`config.mk`:
```
export PLATFORM = sky130hd
export DESIGN_NAME = ex_mem_reg
export DESIGN_NICKNAME = d
export VERILOG_FILES = /design/src/rtl/ex_mem_reg_pkg.sv /design/src/rtl/ex_mem_lane.sv /design/src/rtl/ex_mem_reg.sv
export SDC_FILE = /design/constraint.sdc
export NUM_CORES = 1
export LEC_CHECK = 0
export ABC_CLOCK_PERIOD_IN_PS = 3200
export CAP_MARGIN = 20
export CELL_PAD_IN_SITES_DETAIL_PLACEMENT = 1
export CELL_PAD_IN_SITES_GLOBAL_PLACEMENT = 1
export CORE_MARGIN = 4
export CORE_UTILIZATION = 35
export CTS_CLUSTER_DIAMETER = 60
export CTS_CLUSTER_SIZE = 20
export DETAILED_ROUTE_END_ITERATION = 8
export HOLD_SLACK_MARGIN = 0.15
export PLACE_DENSITY_LB_ADDON = 0.1
export SYNTH_ARGS = -nofsm -noshare
export SYNTH_HDL_FRONTEND = slang
export SYNTH_HIERARCHICAL = 1
export SYNTH_SLANG_ARGS = --single-unit
```
`constraint.sdc`:
```
create_clock -name clk -period 3.2 [get_ports clk]
set_input_delay 0.8 -clock clk [delete_from_list [all_inputs] [get_ports clk]]
set_output_delay 0.8 -clock clk [all_outputs]
set_load 0.02 [all_outputs]
```
`src/rtl/ex_mem_reg_pkg.sv`:
```
`default_nettype none
// ============================================================================
// Module      : ex_mem_reg_pkg
// Description : Shared widths, constants and lane record for the EX/MEM register.
// Revision    : 1.0 - initial release
// ============================================================================
package ex_mem_reg_pkg;

    localparam int DATA_W     = 32;
    localparam int REG_W      = 5;
    localparam int MEMOP_W    = 4;
    localparam int KILL_CNT_W = 16;

    localparam logic [MEMOP_W-1:0] MEM_OP_NONE = '0;

    typedef struct packed {
        logic               valid;
        logic [DATA_W-1:0]  pc;
        logic [DATA_W-1:0]  alu_result;
        logic [DATA_W-1:0]  st_data;
        logic               rf_we;
        logic [REG_W-1:0]   rf_waddr;
        logic [MEMOP_W-1:0] mem_op;
    } lane_t;

endpackage
`default_nettype wire

```
`src/rtl/ex_mem_lane.sv`:
```
`default_nettype none
// ============================================================================
// Module      : ex_mem_lane
// Description : One lane of the EX/MEM register with load, hold and kill.
// Revision    : 1.0 - initial release
// ============================================================================
module ex_mem_lane #(
    parameter int DATA_W  = ex_mem_reg_pkg::DATA_W,
    parameter int REG_W   = ex_mem_reg_pkg::REG_W,
    parameter int MEMOP_W = ex_mem_reg_pkg::MEMOP_W
) (
    input  logic               clk,
    input  logic               rst,
    input  logic               i_load,
    input  logic               i_kill,
    input  logic               i_valid,
    input  logic [DATA_W-1:0]  i_pc,
    input  logic [DATA_W-1:0]  i_alu_result,
    input  logic [DATA_W-1:0]  i_st_data,
    input  logic               i_rf_we,
    input  logic [REG_W-1:0]   i_rf_waddr,
    input  logic [MEMOP_W-1:0] i_mem_op,
    output logic               o_valid,
    output logic [DATA_W-1:0]  o_pc,
    output logic [DATA_W-1:0]  o_alu_result,
    output logic [DATA_W-1:0]  o_st_data,
    output logic               o_rf_we,
    output logic [REG_W-1:0]   o_rf_waddr,
    output logic [MEMOP_W-1:0] o_mem_op
);
    import ex_mem_reg_pkg::*;

    logic               r_valid;
    logic [DATA_W-1:0]  r_pc;
    logic [DATA_W-1:0]  r_alu_result;
    logic [DATA_W-1:0]  r_st_data;
    logic               r_rf_we;
    logic [REG_W-1:0]   r_rf_waddr;
    logic [MEMOP_W-1:0] r_mem_op;

    // Kill only drops the valid bit; the payload is don't-care once invalid.
    always_ff @(posedge clk) begin
        if (rst) begin
            r_valid      <= 1'b0;
            r_pc         <= '0;
            r_alu_result <= '0;
            r_st_data    <= '0;
            r_rf_we      <= 1'b0;
            r_rf_waddr   <= '0;
            r_mem_op     <= MEMOP_W'(MEM_OP_NONE);
        end else if (i_kill) begin
            r_valid      <= 1'b0;
        end else if (i_load) begin
            r_valid      <= i_valid;
            r_pc         <= i_pc;
            r_alu_result <= i_alu_result;
            r_st_data    <= i_st_data;
            r_rf_we      <= i_rf_we;
            r_rf_waddr   <= i_rf_waddr;
            r_mem_op     <= i_mem_op;
        end
    end

    assign o_valid      = r_valid;
    assign o_pc         = r_pc;
    assign o_alu_result = r_alu_result;
    assign o_st_data    = r_st_data;
    assign o_rf_we      = r_rf_we & r_valid;
    assign o_rf_waddr   = r_rf_waddr;
    assign o_mem_op     = r_mem_op;

endmodule
`default_nettype wire

```
`src/rtl/ex_mem_reg.sv`:
```
`default_nettype none
// ============================================================================
// Module      : ex_mem_reg
// Description : Dual-lane EX/MEM pipeline register with handshake, flush and lane-B kill.
// Revision    : 1.0 - initial release
// ============================================================================
module ex_mem_reg #(
    parameter int DATA_W  = ex_mem_reg_pkg::DATA_W,
    parameter int REG_W   = ex_mem_reg_pkg::REG_W,
    parameter int MEMOP_W = ex_mem_reg_pkg::MEMOP_W
) (
    input  logic               clk,
    input  logic               rst,
    input  logic               EX_valid_a,
    input  logic               EX_valid_b,
    input  logic [DATA_W-1:0]  EX_pc_a,
    input  logic [DATA_W-1:0]  EX_pc_b,
    input  logic [DATA_W-1:0]  EX_alu_result_a,
    input  logic [DATA_W-1:0]  EX_alu_result_b,
    input  logic [DATA_W-1:0]  EX_st_data_a,
    input  logic [DATA_W-1:0]  EX_st_data_b,
    input  logic               EX_rf_we_a,
    input  logic               EX_rf_we_b,
    input  logic [REG_W-1:0]   EX_rf_waddr_a,
    input  logic [REG_W-1:0]   EX_rf_waddr_b,
    input  logic [MEMOP_W-1:0] EX_mem_op_a,
    input  logic [MEMOP_W-1:0] EX_mem_op_b,
    input  logic               EX_br,
    input  logic               EX_br_lane,
    output logic               EX_ready,
    input  logic               MEM_ready,
    input  logic               flush,
    output logic               MEM_valid_a,
    output logic               MEM_valid_b,
    output logic [DATA_W-1:0]  MEM_pc_a,
    output logic [DATA_W-1:0]  MEM_pc_b,
    output logic [DATA_W-1:0]  MEM_alu_result_a,
    output logic [DATA_W-1:0]  MEM_alu_result_b,
    output logic [DATA_W-1:0]  MEM_st_data_a,
    output logic [DATA_W-1:0]  MEM_st_data_b,
    output logic               MEM_rf_we_a,
    output logic               MEM_rf_we_b,
    output logic [REG_W-1:0]   MEM_rf_waddr_a,
    output logic [REG_W-1:0]   MEM_rf_waddr_b,
    output logic [MEMOP_W-1:0] MEM_mem_op_a,
    output logic [MEMOP_W-1:0] MEM_mem_op_b,
    output logic [15:0]        kill_cnt
);
    import ex_mem_reg_pkg::*;

    logic                  w_capture;
    logic                  w_kill_b;
    logic                  w_valid_b_in;
    logic [KILL_CNT_W-1:0] r_kill_cnt;

    // Ready depends only on held state and MEM_ready so EX never sees a loop.
    assign EX_ready     = ~(MEM_valid_a | MEM_valid_b) | MEM_ready;
    assign w_capture    = EX_ready & ~flush;
    assign w_kill_b     = EX_br & ~EX_br_lane;
    assign w_valid_b_in = EX_valid_b & ~w_kill_b;

    ex_mem_lane #(
        .DATA_W  (DATA_W),
        .REG_W   (REG_W),
        .MEMOP_W (MEMOP_W)
    ) u_lane_a (
        .clk          (clk),
        .rst          (rst),
        .i_load       (w_capture),
        .i_kill       (flush),
        .i_valid      (EX_valid_a),
        .i_pc         (EX_pc_a),
        .i_alu_result (EX_alu_result_a),
        .i_st_data    (EX_st_data_a),
        .i_rf_we      (EX_rf_we_a),
        .i_rf_waddr   (EX_rf_waddr_a),
        .i_mem_op     (EX_mem_op_a),
        .o_valid      (MEM_valid_a),
        .o_pc         (MEM_pc_a),
        .o_alu_result (MEM_alu_result_a),
        .o_st_data    (MEM_st_data_a),
        .o_rf_we      (MEM_rf_we_a),
        .o_rf_waddr   (MEM_rf_waddr_a),
        .o_mem_op     (MEM_mem_op_a)
    );

    ex_mem_lane #(
        .DATA_W  (DATA_W),
        .REG_W   (REG_W),
        .MEMOP_W (MEMOP_W)
    ) u_lane_b (
        .clk          (clk),
        .rst          (rst),
        .i_load       (w_capture),
        .i_kill       (flush),
        .i_valid      (w_valid_b_in),
        .i_pc         (EX_pc_b),
        .i_alu_result (EX_alu_result_b),
        .i_st_data    (EX_st_data_b),
        .i_rf_we      (EX_rf_we_b),
        .i_rf_waddr   (EX_rf_waddr_b),
        .i_mem_op     (EX_mem_op_b),
        .o_valid      (MEM_valid_b),
        .o_pc         (MEM_pc_b),
        .o_alu_result (MEM_alu_result_b),
        .o_st_data    (MEM_st_data_b),
        .o_rf_we      (MEM_rf_we_b),
        .o_rf_waddr   (MEM_rf_waddr_b),
        .o_mem_op     (MEM_mem_op_b)
    );

    // Counts only lane-B instructions that were real and actually squashed.
    always_ff @(posedge clk) begin
        if (rst) begin
            r_kill_cnt <= '0;
        end else if (w_capture && EX_valid_b && w_kill_b && (r_kill_cnt != '1)) begin
            r_kill_cnt <= r_kill_cnt + KILL_CNT_W'(1);
        end
    end

    assign kill_cnt = r_kill_cnt;

endmodule
`default_nettype wire

```
Word level (Yosys, flattened, before mapping)
Cells that the tools add are included.
{"block": "totals", "regBits": 230, "out_inout_bits": 231, "elab_cells": 33, "in_bits": 220}
{"block": "op_classes", "n_eq_ne": 1, "n_addsub": 1, "n_bitwise": 11, "n_reduce_logical": 5}
{"cell": "16-bit by 1-bit adder with 16-bit output, second input constant", "n": 1}
{"cell": "16-bit inequality test, second input constant", "n": 1}
{"cell": "1-bit bitwise AND", "n": 5}
{"cell": "1-bit NOT", "n": 4}
{"cell": "1-bit logical AND", "n": 3}
{"cell": "1-bit bitwise OR", "n": 2}
{"cell": "2-bit AND reduction", "n": 1}
{"cell": "2-bit OR reduction", "n": 1}

Logic depth before layout (Yosys ltp)
{"block": "depth", "ltp_word": 7, "depth_mapped": 7, "depth_no_buf": 5}

Hierarchy
Netlist, hierarchy kept.
{"module": "ex_mem_lane", "n_inst": 2, "area_per_inst_um2": 5062.4, "cells_each": 487, "seq_area_each_um2": 2142.1}
{"module": "ex_mem_reg", "n_inst": 1, "area_per_inst_um2": 994.7, "cells_each": 113, "seq_area_each_um2": 320.3}

Worst setup path after synthesis
No wires, ideal clock.
{"block": "synth_path", "kind": "input port to flip-flop", "start": "in MEM_ready", "end": "reg u_lane_a.r_alu_result[18] (netlist: u_lane_a/o_alu_result[18])", "required_time_ps": 3084, "slack_ps": 1146, "setup_ps": 116, "t_arrival_ps": 1938, "cell_stages": 7, "cell_sequence": "o21bai_2 nor2b_1 buf_4 nor2b_4 buf_8 buf_12 o21ai_2"}
{"block": "synth_between", "elab_chain_len": 3}
{"element": "start, declared", "line_no": "ex_mem_reg.sv:31", "text": "input logic MEM_ready,"}
{"element": "1-bit bitwise OR", "line_no": "ex_mem_reg.sv:57", "text": "assign EX_ready = ~(MEM_valid_a | MEM_valid_b) | MEM_ready;"}
{"element": "1-bit bitwise AND", "line_no": "ex_mem_reg.sv:58", "text": "assign w_capture = EX_ready & ~flush;"}
{"element": "named net w_capture", "line_no": "ex_mem_reg.sv:51", "text": "logic w_capture;"}
{"element": "2-bit AND reduction (no line)"}
{"element": "end signal, assigned", "line_no": "ex_mem_lane.sv:56", "text": "r_alu_result <= i_alu_result;"}
{"element": "end, declared", "line_no": "ex_mem_lane.sv:35", "text": "logic [DATA_W-1:0] r_alu_result;"}
The timed path passes the listed nets, and every way through them passes these cells.
A chain may end at the register's enable or synchronous reset.

Worst setup path after layout
{"block": "layout_path", "start": "in MEM_ready", "end": "out EX_ready"}
{"block": "layout_between", "elab_chain_len": 1}
{"element": "1-bit bitwise OR", "line_no": "ex_mem_reg.sv:57"}
{"element": "end, declared", "line_no": "ex_mem_reg.sv:30", "text": "output logic EX_ready,"}
Every way passes these cells.

==> impl_metrics.csv <==
group,metric,value,unit
outcome,status,"finished, final reports clean",
synth,synth-compound-area-share,13.6,%
cells_and_area,fin_util,52.9,%
placed_design,gp_congestion,0.780,
sta,min_period,2.97,ns
setup_path,cp-start-kind,"primary input",
power,power.switching,2.00,mW
synth,synthXorXnorAreaFrac,0,%
floorplanning,dieArea,0.0347,mm^2
global_route,grt_max_degree,162,
setup_path,crit_end,"EX_ready",
synth,synth_edf_count,0,
clock_tree,cts_made_buffers,28,
run,cap_violations,0,
synth,syn_area,0.0111,mm^2
synth,synth-simple-area-share,36.8,%
clock_tree,cts_resized,0,
sta,rsz0062_at_grt,"no",
synth,ys_seq_area_share,41.4,%
sta,maxSlewHeadroom,39.2,%
setup_path,r2r-start,"kill_cnt[0]",
routing,wl_per_cell,20.9,um
sta,finalSetupViolCount,0,
sta,worst_pin_slew,0.909,ns
sta,drv_slew,0,
floorplanning,start_util,35.3,%
floorplanning,std_cell_rows,65,
floorplanning,die-width,186,um
setup_path,endpoint_kind,"output pin",
global_route,grt_pass1_wl,59000,um
synth,ys_async_sr_fraction,0,%
clock_tree,cts_tree,"done",
clock_tree,hold_buffers,0,
routing,viasPerCell,5.13,
routing,first_iter_violations,482,
power,p_leak,5.61,nW
floorplanning,num_io_pins,451,
clock_tree,cts_buffer_depth,3,
routing,dr.pass1.iters,4,
setup_path,cp.required,2.40,ns
clock_tree,cts_setup_buffers,0,
setup_path,worstRegToRegCells,5,
global_route,antenna_found_initial,10,
floorplanning,core,0.0315,mm^2
setup_path,cp_max_fo,8,
routing,drcViolationCount,0,
min_path,hold_class,"register to register",
setup_path,r2r_slack,1.02,ns
clock_tree,cts.sinks,230,
clock_tree,root_buffer,"clkbuf_16",
placed_design,hpwl,27100,um
floorplanning,die_height,186,um
synth,yosys_warnings,6,
sta,hold_viol,0,
global_route,gr-total-overflow,0,
setup_path,critPathKind,"primary input to output pin",
setup_path,arrival,2.17,ns
setup_path,startpoint,"MEM_ready",
synth,synth_nets,1308,
placed_design,io_buffers,450,
synth,synth_area_per_cell,10.2,um^2
synth,synth_cell_types,45,
synth,ys.flop_type,"dfxtp_1",
power,p_comb_share,17.0,%
synth,synthCells,1087,
setup_path,r2r_end,"kill_cnt[6]",
power,switching_share,26.4,%
power,seq_power_share,40.6,%
sta,clock_skew,0.0119,ns
clock_tree,clkLatencyLatePin,0.53,ns
sta,hold_ws,0.470,ns
clock_tree,h-tree-depth,1,
synth,synthAdderAreaFrac,0.113,%
routing,ant_nets,0,
cells_and_area,syn_to_final_growth,49.9,%
routing,routed_wl,39700,um
cells_and_area,drive_gt1_share,11.1,%
global_route,grt_usage,21.2,%
power,clkPwrFrac,42.4,%
sta,fmax,337,MHz
synth,synthMuxAreaShare,1.42,%
cells_and_area,nNetsFinal,1687,
sta,tns,0,ns
clock_tree,clkSlewWorstSetupHoldPaths,0.06,ns
power,ir_drop,0.000357,V
global_route,grt_pass1_vias,10100,
synth,synth.ff_latch_count,230,
power,p_int,5.58,mW
power,pwr_density_cell,455,mW/mm^2
synth,synth_top_family_by_area,"simple AND/OR/NAND/NOR gates",
sta,period_share,92.8,%
routing,vias,9721,
## Yosys cell counts, types with 2 or more instances
| cell type | instances | area [um^2] |
|---|---|---|
| a211oi_1 | 10 | 75.1 |
| a21oi_1 | 5 | 25.0 |
| and2_1 | 3 | 18.8 |
| and3_1 | 2 | 12.5 |
| and4_1 | 2 | 17.5 |
| buf_12 | 8 | 160 |
| buf_2 | 14 | 70.1 |
| buf_4 | 6 | 45.0 |
| buf_6 | 7 | 78.8 |
| buf_8 | 2 | 30.0 |
| clkbuf_1 | 65 | 244 |
| clkbuf_2 | 18 | 90.1 |
| dfxtp_1 | 230 | 4600 |
| inv_1 | 3 | 11.3 |
| mux2_1 | 6 | 67.6 |
| mux2_2 | 4 | 45.0 |
| mux2i_1 | 3 | 30.0 |
| nand2_1 | 6 | 22.5 |
| nand2b_1 | 214 | 1340 |
| nand3_1 | 6 | 30.0 |
| nand4_1 | 3 | 18.8 |
| nand4bb_1 | 212 | 2390 |
| nor2_1 | 12 | 45.0 |
| nor2b_1 | 12 | 75.1 |
| nor2b_4 | 2 | 27.5 |
| nor3_1 | 3 | 15.0 |
| o21ai_0 | 129 | 646 |
| o21ai_1 | 4 | 20.0 |
| o21ai_2 | 80 | 701 |
## per-layer routing
layer / vias up / part of all wire, % / track usage (%)
met3: 53 / 11 / 9.00
met4: 10 / 2.0 / 5.10
met2: 329 / 47 / 35.7
met5: - / 0.15 / 0
li1: 4679 / - / -
met1: 4650 / 40 / 25.2
## metrics by stage
step                std cells  area, um^2  setup WS (ns)  total power [mW]
floorplan                1087       11100           1.15              3.76
global placement         1838       15700          0.223              4.42
detailed placement       1838       15700          0.215              4.43
CTS                      1890       16600          0.223              7.71
global route             1895       16700          0.200              7.92
finish                   1896       16700          0.229              7.58
## final cells by class
cell class | instances | area (um^2)
clock buffer | 36 | 772
clock inverter | 16 | 166
fill | 3397 | 14800
sequential | 230 | 4600
multi-input combinational | 733 | 5790
antenna | 6 | 15.0
timing repair buffer | 470 | 4810
tap | 402 | 503
inverter | 3 | 11.3
## power groups by stage
| stage | clock network, mW | logic, mW | registers [mW] |
|---|---|---|---|
| after global routing | 3.45 | 1.37 | 3.09 |
| after global placement | 0 | 1.29 | 3.13 |
| final | 3.21 | 1.29 | 3.08 |
| after floorplan | 0 | 0.474 | 3.29 |
| after CTS | 3.33 | 1.30 | 3.08 |
| after detailed placement | 0 | 1.30 | 3.14 |
## logic make-up (layout without fill, tap and decap cells)
family	count (synthesis)	count (layout)
other	0	6
AO/OA/AOI/OAI	233	233
AND/OR/NAND/NOR	485	485
multiplexers	14	14
adder cells (fa/ha/maj)	1	1
flip-flops	230	230
buffers and inverters	124	525
## worst min-delay path by stage
| stage | start | endpoint | slack [ns] | depth (start not counted) |
|---|---|---|---|---|
| 6_report | u_lane_a/r_rf_we | u_lane_a/r_rf_we | 0.47 | 2 |
| 5_1_grt | u_lane_a/o_alu_result[30] | u_lane_a/o_alu_result[30] | 0.49 | 2 |
| 4_1_cts | u_lane_b/o_st_data[30] | u_lane_b/o_st_data[30] | 0.47 | 2 |
| 3_5_place_dp | u_lane_b/o_st_data[30] | u_lane_b/o_st_data[30] | 0.46 | 2 |
| 3_3_place_gp | u_lane_b/o_st_data[30] | u_lane_b/o_st_data[30] | 0.45 | 2 |
| 2_1_floorplan | u_lane_a/r_rf_we | u_lane_a/r_rf_we | 0.44 | 2 |
## sequential cells by signal (all words and copies together), names as in the netlist, 4 cells and up
register,flops
kill_cnt,16
u_lane_b/o_rf_waddr,5
u_lane_b/o_pc,32
u_lane_a/o_pc,32
u_lane_a/o_alu_result,32
u_lane_b/o_mem_op,4
u_lane_b/o_st_data,32
u_lane_a/o_st_data,32
u_lane_a/o_mem_op,4
u_lane_b/o_alu_result,32
u_lane_a/o_rf_waddr,5
## layout by cell type, fill, tap and decap left out, types with 11 or more instances in the layout
cell type        count
o21ai_2             80
nor2b_1             11
nand2b_1           214
nor2_1              12
dfxtp_1            230
nand4bb_1          212
clkdlybuf4s50_1    448
clkbuf_16           29
o21ai_0            129
buf_12              12
## worst max-delay path, stage by stage
cell and delay [ns]:
clkdlybuf4s50_1 0.44, o21bai_2 0.22, clkdlybuf4s50_1 0.70
Note: power is estimated with default switching activity, not from simulation.
